`config.mk`:
```
export PLATFORM = sky130hd
export DESIGN_NAME = tx_serializer
export DESIGN_NICKNAME = d
export VERILOG_FILES = /design/src/rtl/tx_serializer_pkg.sv /design/src/rtl/tx_fifo.sv /design/src/rtl/tx_serializer.sv
export SDC_FILE = /design/constraint.sdc
export NUM_CORES = 1
export LEC_CHECK = 0
export ABC_CLOCK_PERIOD_IN_PS = 6500
export CAP_MARGIN = 0
export CORE_UTILIZATION = 30
export CTS_CLUSTER_SIZE = 10
export DETAILED_ROUTE_END_ITERATION = 7
export DONT_BUFFER_PORTS = 1
export MAX_ROUTING_LAYER = met4
export SLEW_MARGIN = 30
export SYNTH_ARGS = -nofsm -noshare
export SYNTH_HDL_FRONTEND = slang
export SYNTH_SLANG_ARGS = --single-unit
export TNS_END_PERCENT = 10
```
`constraint.sdc`:
```
create_clock -name clk -period 6.5 [get_ports clk]
set_input_delay 1.3 -clock clk [delete_from_list [all_inputs] [get_ports clk]]
set_output_delay 1.3 -clock clk [all_outputs]
set_load 0.02 [all_outputs]
```
`src/rtl/tx_serializer_pkg.sv`:
```
// Shared types and line levels for the transmit serializer.
package tx_serializer_pkg;

   typedef enum logic [1:0] {
      IDLE,
      START,
      DATA,
      STOP
   } tx_state_t;

   localparam logic START_BIT  = 1'b0;
   localparam logic STOP_BIT   = 1'b1;
   localparam logic IDLE_LEVEL = 1'b1;

endpackage

```
`src/rtl/tx_fifo.sv`:
```
// Synchronous word FIFO with registered level and async reset.
module tx_fifo #(
   parameter int WIDTH = 8,
   parameter int DEPTH = 4
) (
   input  logic                   clk,
   input  logic                   rst_n,
   input  logic                   push,
   input  logic                   pop,
   input  logic [WIDTH-1:0]       wr_data,
   output logic [WIDTH-1:0]       rd_data,
   output logic [$clog2(DEPTH):0] level,
   output logic                   full,
   output logic                   empty
);

   localparam int AW = $clog2(DEPTH);

   logic [WIDTH-1:0] mem [DEPTH];
   logic [AW-1:0]    wr_ptr;
   logic [AW-1:0]    rd_ptr;

   always_ff @(posedge clk or negedge rst_n) begin
      if (!rst_n) begin
         wr_ptr <= '0;
         rd_ptr <= '0;
         level  <= '0;
      end else begin
         if (push) wr_ptr <= wr_ptr + 1'b1;
         if (pop) rd_ptr <= rd_ptr + 1'b1;
         case ({push, pop})
            2'b10:   level <= level + 1'b1;
            2'b01:   level <= level - 1'b1;
            default: level <= level;
         endcase
      end
   end

   // Storage needs no reset; only the pointers define validity.
   always_ff @(posedge clk) begin
      if (push) mem[wr_ptr] <= wr_data;
   end

   assign rd_data = mem[rd_ptr];
   assign full    = (level == (AW+1)'(DEPTH));
   assign empty   = (level == '0);

endmodule

```
`src/rtl/tx_serializer.sv`:
```
// Framed serial transmitter: start bit, DATA_W data bits, stop bit,
// paced by an external shift strobe and fed from a word FIFO.
module tx_serializer
   import tx_serializer_pkg::*;
#(
   parameter int DATA_W     = 8,
   parameter int FIFO_DEPTH = 4,
   parameter bit MSB_FIRST  = 1'b0
) (
   input  logic                        clk,
   input  logic                        rst_n,
   input  logic [DATA_W-1:0]           in_data,
   input  logic                        in_valid,
   output logic                        in_ready,
   input  logic                        shift,
   output logic                        serial_data,
   output logic                        busy,
   output logic [$clog2(FIFO_DEPTH):0] fifo_level,
   output logic                        underrun
);

   localparam int CW = $clog2(DATA_W);
   localparam logic [CW-1:0] LAST = CW'(DATA_W - 1);

   tx_state_t         state;
   tx_state_t         state_nx;
   logic [DATA_W-1:0] fifo_data;
   logic [DATA_W-1:0] sreg;
   logic [DATA_W-1:0] sreg_nx;
   logic [DATA_W-1:0] sreg_sh;
   logic [CW-1:0]     cnt;
   logic [CW-1:0]     cnt_nx;
   logic              head;
   logic              line_nx;
   logic              ur_nx;
   logic              push;
   logic              pop;
   logic              full;
   logic              empty;

   assign in_ready = !full;
   assign push     = in_valid && in_ready;
   assign busy     = (state != IDLE) || !empty;

   tx_fifo #(
      .WIDTH (DATA_W),
      .DEPTH (FIFO_DEPTH)
   ) u_fifo (
      .clk     (clk),
      .rst_n   (rst_n),
      .push    (push),
      .pop     (pop),
      .wr_data (in_data),
      .rd_data (fifo_data),
      .level   (fifo_level),
      .full    (full),
      .empty   (empty)
   );

   // The outgoing bit always sits at one end of the shift register.
   assign head    = MSB_FIRST ? sreg[DATA_W-1] : sreg[0];
   assign sreg_sh = MSB_FIRST ? {sreg[DATA_W-2:0], 1'b0}
                              : {1'b0, sreg[DATA_W-1:1]};

   always_comb begin
      state_nx = state;
      sreg_nx  = sreg;
      cnt_nx   = cnt;
      line_nx  = serial_data;
      ur_nx    = 1'b0;
      pop      = 1'b0;
      if (shift) begin
         unique case (state)
            IDLE: begin
               line_nx = IDLE_LEVEL;
               if (!empty) begin
                  pop      = 1'b1;
                  sreg_nx  = fifo_data;
                  line_nx  = START_BIT;
                  state_nx = START;
               end
            end
            START: begin
               line_nx  = head;
               sreg_nx  = sreg_sh;
               cnt_nx   = '0;
               state_nx = DATA;
            end
            DATA: begin
               if (cnt == LAST) begin
                  line_nx  = STOP_BIT;
                  state_nx = STOP;
               end else begin
                  line_nx = head;
                  sreg_nx = sreg_sh;
                  cnt_nx  = cnt + 1'b1;
               end
            end
            STOP: begin
               if (!empty) begin
                  pop      = 1'b1;
                  sreg_nx  = fifo_data;
                  line_nx  = START_BIT;
                  state_nx = START;
               end else begin
                  line_nx  = IDLE_LEVEL;
                  ur_nx    = 1'b1;
                  state_nx = IDLE;
               end
            end
            default: begin
               line_nx  = IDLE_LEVEL;
               state_nx = IDLE;
            end
         endcase
      end
   end

   always_ff @(posedge clk or negedge rst_n) begin
      if (!rst_n) begin
         state       <= IDLE;
         sreg        <= '0;
         cnt         <= '0;
         serial_data <= IDLE_LEVEL;
         underrun    <= 1'b0;
      end else begin
         state       <= state_nx;
         sreg        <= sreg_nx;
         cnt         <= cnt_nx;
         serial_data <= line_nx;
         underrun    <= ur_nx;
      end
   end

endmodule

```
## Word level (Yosys, flattened, before mapping)

Memory sizes are Yosys's and may differ from the RTL's.
Cells that the tools add are included.

- Register bits: 22
- RAM bits: 32
- Input port bits: 12
- Logic and storage cells: 58
- Memories kept: 1

Memories:

| memory | depth | bits a word | read ports | clocked after Yosys merged registers in | wr ports | RTL line | RTL |
|---|---|---|---|---|---|---|---|
| u_fifo.mem | 4 | 8 | 1 | 0 | 1 | tx_fifo.sv:19 | `logic [WIDTH-1:0] mem [DEPTH];` |

- Add/subtract/negate cells: 5
- Eq/ne operators: 11
- Mux-type cells: 20
- Reductions and logical operators: 13

Operator list:

| kind | number |
|---|---|
| $pmux 8 s3 | 1 |
| $mux 8 | 2 |
| $pmux 3 s2 | 2 |
| $mux 1 | 10 |
| $reduce_and 3->1 | 3 |
| $ne 2x2->1 const B | 4 |
| $pmux 2 s4 | 1 |
| $add 3x1->3 const B | 2 |
| $eq 2x2->1 const B | 3 |
| $eq 3x3->1 const B | 2 |
| $reduce_bool 2->1 | 3 |
| $add 2x1->2 const B | 2 |
| $eq 2x1->1 const B | 2 |
| $mux 2 | 2 |
| $logic_not 3->1 | 1 |
| $mux 3 | 1 |
| $pmux 1 s3 | 1 |
| $sub 3x1->3 const B | 1 |
| $logic_not 1->1 | 2 |
| $logic_not 2->1 | 1 |
| $reduce_or 2->1 | 1 |
| $logic_and 1x1->1 | 1 |
| $logic_or 1x1->1 | 1 |

## Logic depth before layout (Yosys ltp)

- Depth in word-level cells: 6
- Mapped depth: 10

## Hierarchy

A second synthesis with hierarchy kept.

- Cells, all modules: 160
- Area total of the unflattened synthesis: 2,438.6 um2

Modules (own cells, without submodules):

| module | instances | cells each | area an instance (um2) | seq. area each (um2) |
|---|---|---|---|---|
| tx_fifo | 1 | 78 | 1,552.7 | 1,136.1 |
| tx_serializer | 1 | 82 | 885.8 | 376.6 |

## Least setup slack after synthesis

No wires, ideal clock.

- Kind: input -> register
- From: input shift
- To: register u_fifo.level[2]
- Arrival: 2,861 ps
- Setup slack: 3,559 ps
- Stages: 8
- Path through: clkbuf_1 -> nor3b_1 -> ha_1 -> inv_1 -> fa_1 -> xor2_1 -> nor2_1 -> xor2_1

- Cells in the longest elaborated chain, start to end: 3

RTL lines:

| element | RTL line | RTL |
|---|---|---|
| start: declaration | tx_serializer.sv:15 | `input logic shift,` |
| $mux 1 * | tx_serializer.sv:72 | `if (shift) begin` |
| named net pop | tx_serializer.sv:37 | `logic pop;` |
| $eq 2x1->1 or $eq 2x2->1 (tied branches) | tx_fifo.sv:31 | `case ({push, pop})` |
| $pmux 3 s2 or $reduce_bool 2->1 (tied branches) | n/a |  |
| end signal: assignment | tx_fifo.sv:32 | `2'b10: level <= level + 1'b1;` |
| end signal: assignment | tx_fifo.sv:33 | `2'b01: level <= level - 1'b1;` |
| end signal: assignment | tx_fifo.sv:34 | `default: level <= level;` |
| end: declaration | tx_fifo.sv:12 | `output logic [$clog2(DEPTH):0] level,` |

The timed path passes the listed nets; every way through them passes the cells marked *.
A chain may end at the register's enable or synchronous reset.

## Worst setup path in the final report

- From: register state[0]
- To: output busy

- Cells in the longest elaborated chain, start to end: 2

RTL lines:

| element | RTL line | RTL |
|---|---|---|
| start: declaration | tx_serializer.sv:25 | `tx_state_t state;` |
| start signal: assignment | tx_serializer.sv:127 | `state <= state_nx;` |
| $reduce_bool 2->1 | tx_serializer.sv:43 | `assign busy = (state != IDLE) \|\| !empty;` |
| $logic_or 1x1->1 | tx_serializer.sv:43 |  |
| end: declaration | tx_serializer.sv:17 | `output logic busy,` |

Every way passes these cells.

==> impl_metrics.env <==
export IMPL_status="complete, no violations"
export IMPL_worstPathMaxFanout=6
export IMPL_tritoncts="yes"
export IMPL_h_tree_depth=2
export IMPL_reg2regPathDepth=9
export IMPL_ant_nets=0
export IMPL_layout_common_cells="32 x edfxtp_1, 21 x dfrtp_1, 16 x nor3_1"
export IMPL_hold_viol=0
export IMPL_num_vias=1343
export IMPL_yosysTopAreaCellShare=0.3853
export IMPL_drive_gt1_frac=0.1404
export IMPL_cpLargestDelayFamily="simple AND/OR/NAND/NOR gates"
export IMPL_worstSetupPathType="reg -> out"
export IMPL_cts_made_buffers=5
export IMPL_yosys_area_top_type="edfxtp_1"
export IMPL_synth_seq_cells=54
export IMPL_clockBufferDepth=2
export IMPL_cp_start_kind="flop"
export IMPL_post_place_ws_ns=3.732
export IMPL_clkTransAtPathRegs_ns=0.10
export IMPL_ys_types=41
export IMPL_post_cts_buffers=0
export IMPL_antenna_found_initial=0
export IMPL_grt_pass1_wl_mm=7.314
export IMPL_slew_viol_final=0
export IMPL_final_nets=195
export IMPL_coreArea_mm2=0.007888
export IMPL_netlist_instances=174
export IMPL_num_antenna_cells=0
export IMPL_synth_edf_count=32
export IMPL_worst_slew_pin_slew_ns=0.6437
export IMPL_p_leak_nw=0.9916
export IMPL_routed_wirelength_mm=4.272
export IMPL_ios=19
export IMPL_rsz0062_at_grt="false"
export IMPL_async_flop_share=0.4074
export IMPL_fin_setup_tns_ns=0
export IMPL_setup_viol=0
export IMPL_first_pass_iters=4
export IMPL_post_route_period_util=0.4605
export IMPL_post_cts_resized=0
export IMPL_yosys_warnings=0
export IMPL_maxCapViolations=0
export IMPL_r2r_start="state[0]$_DFFE_PN0P_"
export IMPL_yosys_top_cells_area="edfxtp_1 39%, dfrtp_1 21%, mux4_2 7.2%"
export IMPL_power_density_mw_per_mm2=460.5
export IMPL_yosysSeqAreaShare=0.6066
export IMPL_port_buffers=0
export IMPL_remaining_drc_errors=0
export IMPL_slew_limit_headroom=0.5685
export IMPL_hold_class="reg -> reg"
export IMPL_max_stage_delay_ns=0.60
export IMPL_r2r_end="u_fifo.level[2]$_DFFE_PN0P_"
export IMPL_period_minus_slack_ns=2.993
export IMPL_synthFlopType="edfxtp_1"
export IMPL_synth_net_count=199
export IMPL_insertion_delay_ns=0.31
export IMPL_cp_required_ns=5.20
export IMPL_fp_dieW_um=93.17
export IMPL_skew_ns=0.004635
export IMPL_wl_per_cell_um=15.65
export IMPL_min_from="sreg[7]$_DFFE_PN0P_"
export IMPL_hold_buffers=0
export IMPL_initial_core_util=0.3161
export IMPL_final_common_cell="edfxtp_1"
export IMPL_rows=32
export IMPL_avgViaCountPerCell=4.919
export IMPL_crit_arrival_ns=1.69
export IMPL_drt_initial_drc_count=49
export IMPL_routabilityCongestion=0.7710
export IMPL_grt_max_degree=23
export IMPL_hold_depth=1
export IMPL_dp_hpwl_mm=2.924
export IMPL_hold_path_endpoint="sreg[7]$_DFFE_PN0P_"
export IMPL_fmax_mhz=334.1
export IMPL_syn_to_final_growth_pct=8.028
export IMPL_cts_root_buf="clkbuf_8"
export IMPL_fin_ws_ns=3.507
export IMPL_endpoint_kind="output pin"
export IMPL_slowest_stage="or4b_1"
export IMPL_path_buf_inv=1
export IMPL_synth_area_mm2=0.002494
export IMPL_globalRouteOverflowTotal=0
export IMPL_clock_sinks=54
export IMPL_avgSynthCellArea_um2=14.33
export IMPL_grt_pass1_vias=1416
export IMPL_die_y_um=93.17
export IMPL_crit_path_cell_trace="inv_1, ha_1, or4b_1"
export IMPL_grt_usage=0.1141
export IMPL_r2r_setup_slack_ns=3.83
export IMPL_die_area_mm2=0.008681
export IMPL_ir_drop_mv=0.1521
==> sequential cells by signal, summed over array words and instances (netlist names) <==
signal	flops
serial_data	1
sreg	8
underrun	1
u_fifo.mem	32
u_fifo.wr_ptr	2
cnt	3
state	2
u_fifo.level	3
u_fifo.rd_ptr	2
==> per-stage QoR <==
stage,cells,area (um^2),hold WS [ns],total power [mW],utilization
floorplan,174,2494,0.4660,0.9296,-
global placement,265,2571,0.4923,1.008,0.3260
detailed placement,265,2576,0.5012,1.024,0.3266
CTS,273,2694,0.5268,1.259,0.3415
global route,273,2694,0.5483,1.328,0.3415
finish,273,2694,0.5165,1.241,0.3415
==> synthesized netlist by cell type (2+ instances only) <==
master,count
edfxtp_1,32
dfrtp_1,21
nor3_1,17
ha_1,12
inv_1,9
clkbuf_1,8
mux4_2,8
nor4_1,7
o32ai_1,7
a22o_1,6
and3_1,5
xor2_1,4
nor2_1,3
a31oi_1,2
mux2_2,2
nand2_1,2
nor2b_1,2
o21ai_0,2
or3_1,2
xnor2_1,2
==> kinds of logic after synthesis <==
kind of cell    Yosys count  share of synthesized area
buf+inv                  20                    0.03361
compound gates           23                    0.07376
simple gates             46                     0.1054
fa+ha+maj                13                    0.06824
flops                    54                     0.6066
xor+xnor                  6                    0.02107
mux                      12                    0.09132
==> how the worst max path moves through the flow <==
stage / start / endpoint / slack [ns] / cells after the start
6_report: state[0]$_DFFE_PN0P_ / busy / 3.51 / 3
5_1_grt: state[0]$_DFFE_PN0P_ / busy / 3.43 / 3
4_1_cts: state[0]$_DFFE_PN0P_ / busy / 3.49 / 3
3_5_place_dp: shift / u_fifo.level[2]$_DFFE_PN0P_ / 3.73 / 7
3_3_place_gp: shift / u_fifo.level[2]$_DFFE_PN0P_ / 3.77 / 7
2_1_floorplan: shift / u_fifo.level[2]$_DFFE_PN0P_ / 3.56 / 8
==> worst reg2reg max path: stages, from the launching register on <==
cell and delay, ns:
dfrtp_1 0.46, inv_1 0.11, ha_1 0.55, nor3b_1 0.40, ha_1 0.24, inv_1 0.06, fa_1 0.37, xor2_1 0.15
nor2_1 0.11, xor2_1 0.15
==> per-layer routing <==
layer  share of wire  up-vias  GRT usage
li1                -      658          -
met1            0.46      659     0.1390
met2            0.49       21     0.1814
met3           0.040        5    0.03415
met4          0.0084        0    0.03846
met5               0        -          -
==> power breakdown <==
group / total (mW) / switching, mW / internal (mW)
Combinational: 0.415 / 0.217 / 0.198
Clock: 0.234 / 0.116 / 0.117
Sequential: 0.591 / 0.116 / 0.476
Total: 1.24 / 0.449 / 0.791
==> area by class of cell <==
| class | instances | area [um^2] |
|---|---|---|
| Clock buffer | 5 | 68.82 |
| Clock inverter | 3 | 48.80 |
| Fill cell | 747 | 5194 |
| Inverter | 9 | 33.78 |
| Multi-Input combinational cell | 100 | 902.1 |
| Sequential cell | 54 | 1513 |
| Tap cell | 102 | 127.6 |
Power figures use the tool's default switching activity.
